==> src/rtl/mem_access_unit.sv <==
// mem_access_unit: load/store front-end for a word-wide data memory.
// Sub-word stores are done as read-modify-write; loads are lane-extracted
// and sign/zero-extended. Optional build macro MEM_ACCESS_MISALIGN_TRAP_EN
// turns misaligned requests into an immediate error response with no
// memory traffic. Handshake: a request transfers on a rising edge where
// req_valid and req_ready are both high; req_ready is high only in IDLE.
module mem_access_unit #(
    parameter int DATA_WIDTH = 32,
    parameter int ADDR_WIDTH = 32
) (
    input  logic                  clk,
    input  logic                  rst,
    input  logic                  req_valid,
    output logic                  req_ready,
    input  logic                  req_we,
    input  logic [1:0]            req_size,
    input  logic                  req_unsigned,
    input  logic [ADDR_WIDTH-1:0] req_addr,
    input  logic [DATA_WIDTH-1:0] req_wdata,
    output logic                  resp_valid,
    output logic [DATA_WIDTH-1:0] resp_rdata,
    output logic                  resp_err,
    output logic [ADDR_WIDTH-1:0] mem_addr,
    output logic [DATA_WIDTH-1:0] mem_wdata,
    output logic                  mem_we,
    input  logic [DATA_WIDTH-1:0] mem_rdata
);

    typedef enum logic [1:0] {
        IDLE = 2'd0,
        RD   = 2'd1,
        WR   = 2'd2,
        RESP = 2'd3
    } state_t;

    state_t                state_q, state_d;
    logic [1:0]            off_q;
    logic [1:0]            size_q;
    logic                  we_q;
    logic                  uns_q;
    logic [15:0]           wdata_q;
    logic [DATA_WIDTH-1:0] rbuf_q;
    logic [ADDR_WIDTH-1:0] mem_addr_q;
    logic [DATA_WIDTH-1:0] mem_wdata_q;
    logic                  accept;
    logic                  trap;
    logic                  err_w;
    logic [7:0]            lane_byte;
    logic [15:0]           lane_half;
    logic [DATA_WIDTH-1:0] load_data;

    assign accept = (state_q == IDLE) && req_valid;

`ifdef MEM_ACCESS_MISALIGN_TRAP_EN
    logic err_q;
    assign trap = ((req_size == 2'b01) && req_addr[0]) ||
                  ((req_size == 2'b10) && (req_addr[1:0] != 2'b00)) ||
                  (req_size == 2'b11);
    assign err_w = err_q;

    // Error flag for the current request, latched at acceptance
    always_ff @(posedge clk or posedge rst) begin
        if (rst) err_q <= 1'b0;
        else if (accept) err_q <= trap;
    end
`else
    assign trap  = 1'b0;
    assign err_w = 1'b0;
`endif

    // Replace the addressed byte or halfword lanes of a read word
    function automatic logic [DATA_WIDTH-1:0] merge_lanes(
        input logic [DATA_WIDTH-1:0] word,
        input logic [15:0]           data,
        input logic [1:0]            size,
        input logic [1:0]            off
    );
        logic [DATA_WIDTH-1:0] r;
        r = word;
        if (size == 2'b00) r[{off, 3'b000} +: 8] = data[7:0];
        else               r[{off[1], 4'b0000} +: 16] = data;
        return r;
    endfunction

    // State register; reset aborts any access in flight
    always_ff @(posedge clk or posedge rst) begin
        if (rst) state_q <= IDLE;
        else     state_q <= state_d;
    end

    // Next-state logic: word stores skip the read, sub-word stores read first
    always_comb begin
        state_d = state_q;
        case (state_q)
            IDLE: begin
                if (req_valid) begin
                    if (trap)                      state_d = RESP;
                    else if (req_we && req_size[1]) state_d = WR;
                    else                           state_d = RD;
                end
            end
            RD:      state_d = we_q ? WR : RESP;
            WR:      state_d = RESP;
            RESP:    state_d = IDLE;
            default: state_d = IDLE;
        endcase
    end

    // Request capture, read buffer and memory-side address/data registers
    always_ff @(posedge clk or posedge rst) begin
        if (rst) begin
            off_q       <= '0;
            size_q      <= '0;
            we_q        <= 1'b0;
            uns_q       <= 1'b0;
            wdata_q     <= '0;
            rbuf_q      <= '0;
            mem_addr_q  <= '0;
            mem_wdata_q <= '0;
        end else if (accept) begin
            off_q   <= req_addr[1:0];
            size_q  <= req_size;
            we_q    <= req_we;
            uns_q   <= req_unsigned;
            wdata_q <= req_wdata[15:0];
            if (!trap) begin
                mem_addr_q <= {req_addr[ADDR_WIDTH-1:2], 2'b00};
                if (req_we && req_size[1]) mem_wdata_q <= req_wdata;
            end
        end else if (state_q == RD) begin
            rbuf_q <= mem_rdata;
            if (we_q) mem_wdata_q <= merge_lanes(mem_rdata, wdata_q, size_q, off_q);
        end
    end

    // Lane extraction and extension of the buffered word for loads
    always_comb begin
        lane_byte = rbuf_q[{off_q, 3'b000} +: 8];
        lane_half = rbuf_q[{off_q[1], 4'b0000} +: 16];
        load_data = rbuf_q;
        case (size_q)
            2'b00: load_data = uns_q ? {{(DATA_WIDTH-8){1'b0}}, lane_byte}
                                     : {{(DATA_WIDTH-8){lane_byte[7]}}, lane_byte};
            2'b01: load_data = uns_q ? {{(DATA_WIDTH-16){1'b0}}, lane_half}
                                     : {{(DATA_WIDTH-16){lane_half[15]}}, lane_half};
            default: load_data = rbuf_q;
        endcase
    end

    assign req_ready  = (state_q == IDLE);
    assign resp_valid = (state_q == RESP);
    assign resp_err   = (state_q == RESP) && err_w;
    assign resp_rdata = ((state_q == RESP) && !we_q && !err_w) ? load_data : '0;
    assign mem_we     = (state_q == WR);
    assign mem_addr   = mem_addr_q;
    assign mem_wdata  = mem_wdata_q;

endmodule
==> config.mk <==
export PLATFORM = sky130hd
export DESIGN_NAME = mem_access_unit
export DESIGN_NICKNAME = d
export VERILOG_FILES = /design/src/rtl/mem_access_unit.sv
export SDC_FILE = /design/constraint.sdc
export NUM_CORES = 1
export LEC_CHECK = 0
export ABC_AREA = 1
export CAP_MARGIN = 10
export CORE_AREA = 10 10 126 128
export CTS_CLUSTER_DIAMETER = 80
export CTS_CLUSTER_SIZE = 16
export DETAILED_ROUTE_END_ITERATION = 10
export DIE_AREA = 0 0 136 138
export GPL_ROUTABILITY_DRIVEN = 0
export GPL_TIMING_DRIVEN = 0
export PLACE_DENSITY_LB_ADDON = 0.1
export SLEW_MARGIN = 30
export SYNTH_ARGS = -nofsm -noshare
export SYNTH_HDL_FRONTEND = slang
export SYNTH_SLANG_ARGS = --single-unit
==> constraint.sdc <==
create_clock -name clk -period 6.58 [get_ports clk]
set_input_delay 1.974 -clock clk [delete_from_list [all_inputs] [get_ports clk]]
set_output_delay 1.974 -clock clk [all_outputs]
set_load 0.03 [all_outputs]
; Yosys cells after proc, flatten, opt, wreduce, memory -nomap -nowiden
; Index checks and enable logic that the tools add are counted.
[op_classes]
add_sub_neg = 2
n_eq_ne = 6
shift = 6
mux = 15
n_bitwise = 1
n_reduce_logical = 10
[ops]
columns = operator, n
row1 = $mux W32, 8
row2 = $bwmux W32, 2
row3 = $pmux W32 S2, 1
row4 = $shift A16 B7 Y32 const A, 1
row5 = $shift A8 B7 Y32 const A, 1
row6 = $shiftx A16 B7 Y32, 1
row7 = $shiftx A32 B6 Y16, 1
row8 = $shiftx A32 B6 Y8, 1
row9 = $shiftx A8 B7 Y32, 1
row10 = $neg A5 Y7, 2
row11 = $pmux W2 S4, 1
row12 = $eq A2 B1 Y1 const B, 2
row13 = $eq A2 B2 Y1 const B, 2
row14 = $logic_not A2 Y1, 2
row15 = $mux W2, 2
row16 = $reduce_bool A2 Y1, 2
row17 = $logic_and A1 B1 Y1, 3
row18 = $reduce_and A3 Y1, 1
row19 = $ne A2 B1 Y1 const B, 1
row20 = $ne A2 B2 Y1 const B, 1
row21 = $reduce_and A2 Y1, 1
row22 = $logic_not A1 Y1, 1
row23 = $mux W1, 1
row24 = $not A1 Y1, 1
[totals]
reg_bits = 118
in_bits = 103
out_inout_bits = 100

; Depth between registers and ports, before layout
[logic_depth]
ltp_word = 7
ltp_mapped = 13
ltp_nobuf = 10

; Least setup slack after synthesis
; OpenSTA, ideal clock, no wires.
[synth_timing]
kind = register to output
from = register state_q[0]
to = output port resp_rdata[10]
t_arrival_ns = 1.582
t_required_ns = 4.606
slack_ns = 3.024
path_stages_with_launch = 7
path_buffers = 1
cell_sequence = dfrtp_1 -> ha_1 -> nand2_1 -> inv_1 -> clkbuf_1 -> nand2_1 -> inv_1
[synth_between]
elab_chain_cells = 3
[synth_lines]
columns = item, line
row1 = from (decl), 36  ; state_t state_q, state_d;
row2 = from (signal assigned), 88  ; else state_q <= state_d;
row3 = $eq A2 B2 Y1, -
row4 = via resp_valid, 20  ; output logic resp_valid,
row5 = $logic_and A1 B1 Y1, 153  ; assign resp_rdata = ((state_q == RESP) && !we_q && !err_w) ? load_data : '0;
row6 = $mux W32, 153
row7 = to (decl), 21  ; output logic [DATA_WIDTH-1:0] resp_rdata,
; The timed path passes the listed nets, and every way through them passes these cells.

; Worst setup path in the final report
[layout_timing]
from = register size_q[0]
to = output port resp_rdata[1]
[layout_between]
elab_chain_cells = 3
word_cells_on_any_way = 4
[layout_lines]
columns = item, line
row1 = from (decl), 38  ; logic [1:0] size_q;
row2 = from (signal assigned), 122  ; size_q <= req_size;
row3 = $eq A2 B1 Y1 or $logic_not A2 Y1 (tied branches), 141  ; case (size_q)
row4 = $pmux W32 S2 *, 141
row5 = $mux W32 *, 153
; Every way passes the cells marked *; elsewhere a longest branch is shown, timed or not.

==> qor.csv <==
stage,metric,value,unit
run_status,status,finished clean,
synth,largest area contributor in the netlist,dfrtp_1,
clock_network,CTS tree,built,
detailed_routing,WL/cell,18.2,um
setup_path,Worst R2R Start,state_q[0]$_DFFE_PP0P_,
setup_path,CP Max Fanout,9,
detailed_routing,"antenna viol nets, final",0,
synth,Ys Warns,0,
synth,"FF+latch count, synth",118,
sta,setup violators final,0,
grt,Tot GR Track Use,0.255,
cells_and_area,post-route cell area,9680,um^2
die,Die ar.,18800,um^2
cells_and_area,fill count,1118,
detailed_routing,vias,7283,
setup_path,Critical Path Source Type,register,
grt,gr ovfl total,0,
place,Placed Cells,1297,
detailed_routing,Initial DRC Count,789,
cells_and_area,Final Util,0.717,
setup_path,reg2reg path depth,10,
synth,Syn Inst Count,915,
synth,Post-synth EDFFs,0,
setup_path,Top Family by Delay on Critical Path,buffers and inverters,
cells_and_area,antenna cells,0,
sta,Hold Fails Final Rpt,0,
die,IO Pins,203,
synth,Synth Area per Inst,7.41,um^2
synth,Yosys top cell area share,0.436,
setup_path,worst-path cell chain,"buf_6, nor2_2, nand2_1, o221ai_1, nand2_1, inv_1, clkdlybuf4s50_1",
min_path,Worst Hold Class,register to register,
setup_path,CP bufs+invs,3,
clock_network,clk_lat worst skew,420,ps
min_path,hold path cells,2,
place,DP Wirelength,18000,um
cells_and_area,final cell count without fillers,1329,
die,die width,136,um
die,Initial Utilization,0.502,
sta,fin. max-slew vios,0,
cells_and_area,Final Net Count,1250,
die,Rows,43,
synth,Synth cell types,32,
cells_and_area,Area Growth Syn to Fin,42.8,%
setup_path,critical path required time,4610,ps
sta,skew final,10.1,ps
synth,ys flop type,dfrtp_1,
die,die height,138,um
clock_network,Num CTS Buffers,17,
detailed_routing,DRT Wirelength,24200,um
synth,Synth area leaders,"dfrtp_1 44%, nand2_1 15%, a21oi_1 6.9%",
grt,first-pass GRT wire length,38300,um
setup_path,critical path arrival,2650,ps
synth,"Async S/R FF share, synth",1.00,
synth,"Cell Area, Synth",6780,um^2
cells_and_area,share of cells above drive strength 1,0.0870,
place,Area after DPL,9040,um^2
grt,largest net degree at the start of global routing,70,
setup_path,slowest stage cell on the critical path,clkdlybuf4s50_1,
clock_network,Worst-path clk slew,60,ps
cells_and_area,"commonest non-fill, non-tap cell in the layout",nand2_1,
grt,vias in the first global route,7158,
clock_network,root buffer cell,clkbuf_16,
clock_network,CTS resizes,0,
sta,RSZ-0062 raised after global routing,false,
clock_network,CTS sink count,118,
pwr,total chip power,0.00544,W
place,# port buffers,199,
flow_run,max cap viols,0,
clock_network,Clock Path Buffers,2,
setup_path,CP Class,register to output port,
sta,Peak Freq,0.216,GHz
setup_path,CP Capture Type,output port,
pwr,Cell Pwr Density,562,nW/um^2
setup_path,largest stage delay on the critical path,670,ps
cells_and_area,Reg area,2950,um^2
cells_and_area,multi-input gate area in the final layout,3250,um^2
detailed_routing,post-DR vias/cell,5.48,
setup_path,CP dominant cell by count,nand2_1,
sta,post-layout min period,4630,ps
setup_path,Critical path origin,size_q[0]$_DFFE_PP0P_,
pwr,leakage,4.52,nW
setup_path,cell count along the critical path,7,
synth,register area share after synthesis,0.436,
clock_network,CTS hold repair buffers,0,
sta,Slew HR,0.571,
cells_and_area,most frequent cells in the layout,"262 x nand2_1, 199 x clkdlybuf4s50_1, 118 x dfrtp_1",
clock_network,"Setup Fix Bufs, Post-CTS",0,
grt,initial antenna violation count,1,
sta,final worst-path cycle share,0.703,
detailed_routing,drt drc,0,
pwr,VDD IR-drop max,315,uV
detailed_routing,drt first pass iters,8,
min_path,hold wc startpoint,mem_addr[4]$_DFFE_PP0P_,
die,core area,13500,um^2
clock_network,H-tree depth,4,
sta,Slew @ Worst Pin,644,ps
[final cells by class]
class	instances	share of cell area
Buffer	59	0.0314
Clock buffer	24	0.0518
Inverter	73	0.0293
Timing Repair Buffer	200	0.209
Multi-Input combinational cell	667	0.336
Clock inverter	8	0.0147
Tap cell	180	0.0233
Sequential cell	118	0.305
[routing by layer]
layer | part of all wire | global-route usage | wire length [um] | up-vias
met5 | 0.00054 | 0 | 13 | -
met4 | 0.034 | 0.0998 | 822 | 2
met3 | 0.11 | 0.0960 | 2600 | 73
met2 | 0.47 | 0.405 | 11400 | 391
met1 | 0.39 | 0.303 | 9420 | 3412
li1 | - | - | - | 3405
[Yosys cell counts, types with 2 or more instances]
master    count
o211ai_1     16
nor2_4       10
dfrtp_1     118
clkbuf_1     24
nand2_1     262
o21a_1        7
inv_2         4
o221ai_1      7
buf_1         2
mux2_2       10
ha_1         11
buf_2        26
nand2_4       2
nand2_2       5
buf_4         3
inv_1        67
buf_6         3
nor2_1       91
nand3_1      46
o21ai_0      91
nand3b_1      7
a21oi_1      93
[tightest hold or removal path: cells and delay by family (launching register included)]
kind	cells	cell delay [ps]
simple gates	2	110
flops	1	340
[flip-flops by register name, summed over array words and instances, names as in the netlist]
name / cells
state_q: 2
uns_q: 1
size_q: 2
off_q: 2
we_q: 1
mem_addr: 30
mem_wdata: 32
rbuf_q: 32
wdata_q: 16
[where the power goes]
part | internal, W | switching, W | total (W)
Clock | 0.000682 | 0.000333 | 0.00102
Combinational | 0.00113 | 0.00196 | 0.00309
Sequential | 0.00109 | 0.000246 | 0.00133
Total | 0.00290 | 0.00254 | 0.00544
[logic make-up (layout without fill, tap and decap cells)]
kind of cell,count (synthesis),after routing,share of synthesized area
AND/OR/NAND/NOR,427,427,0.269
AO/OA/AOI/OAI,216,216,0.172
buffers and inverters,132,364,0.0856
flip-flops,118,118,0.436
adder cells (fa/ha/maj),11,11,0.0203
multiplexers,10,10,0.0166
other,1,3,0.000553
[metrics by stage]
step	TNS (ps)	hold slack, ps	setup WS (ps)
3_5_place_dp	0	464	2400
5_1_grt	0	497	1840
3_3_place_gp	-38780	461	-342
2_1_floorplan	0	498	1480
4_1_cts	0	480	1950
6_report	0	477	1950
[path summary, 6_finish.rpt]
| kind | slack [ps] | endpoint |
|---|---|---|
| worst max-delay path | 1950 | resp_rdata[1] |
| worst min-delay path | 480 | mem_addr[4]$_DFFE_PP0P_ |
| worst max register to register | 4230 | mem_wdata[8]$_DFFE_PP0P_ |
| worst min register to register | 480 | mem_addr[4]$_DFFE_PP0P_ |
| max in group asynchronous | 3960 | mem_wdata[12]$_DFFE_PP0P_ |
| min in group asynchronous | 1950 | mem_addr[6]$_DFFE_PP0P_ |
Note: power is estimated with default switching activity, not from simulation.
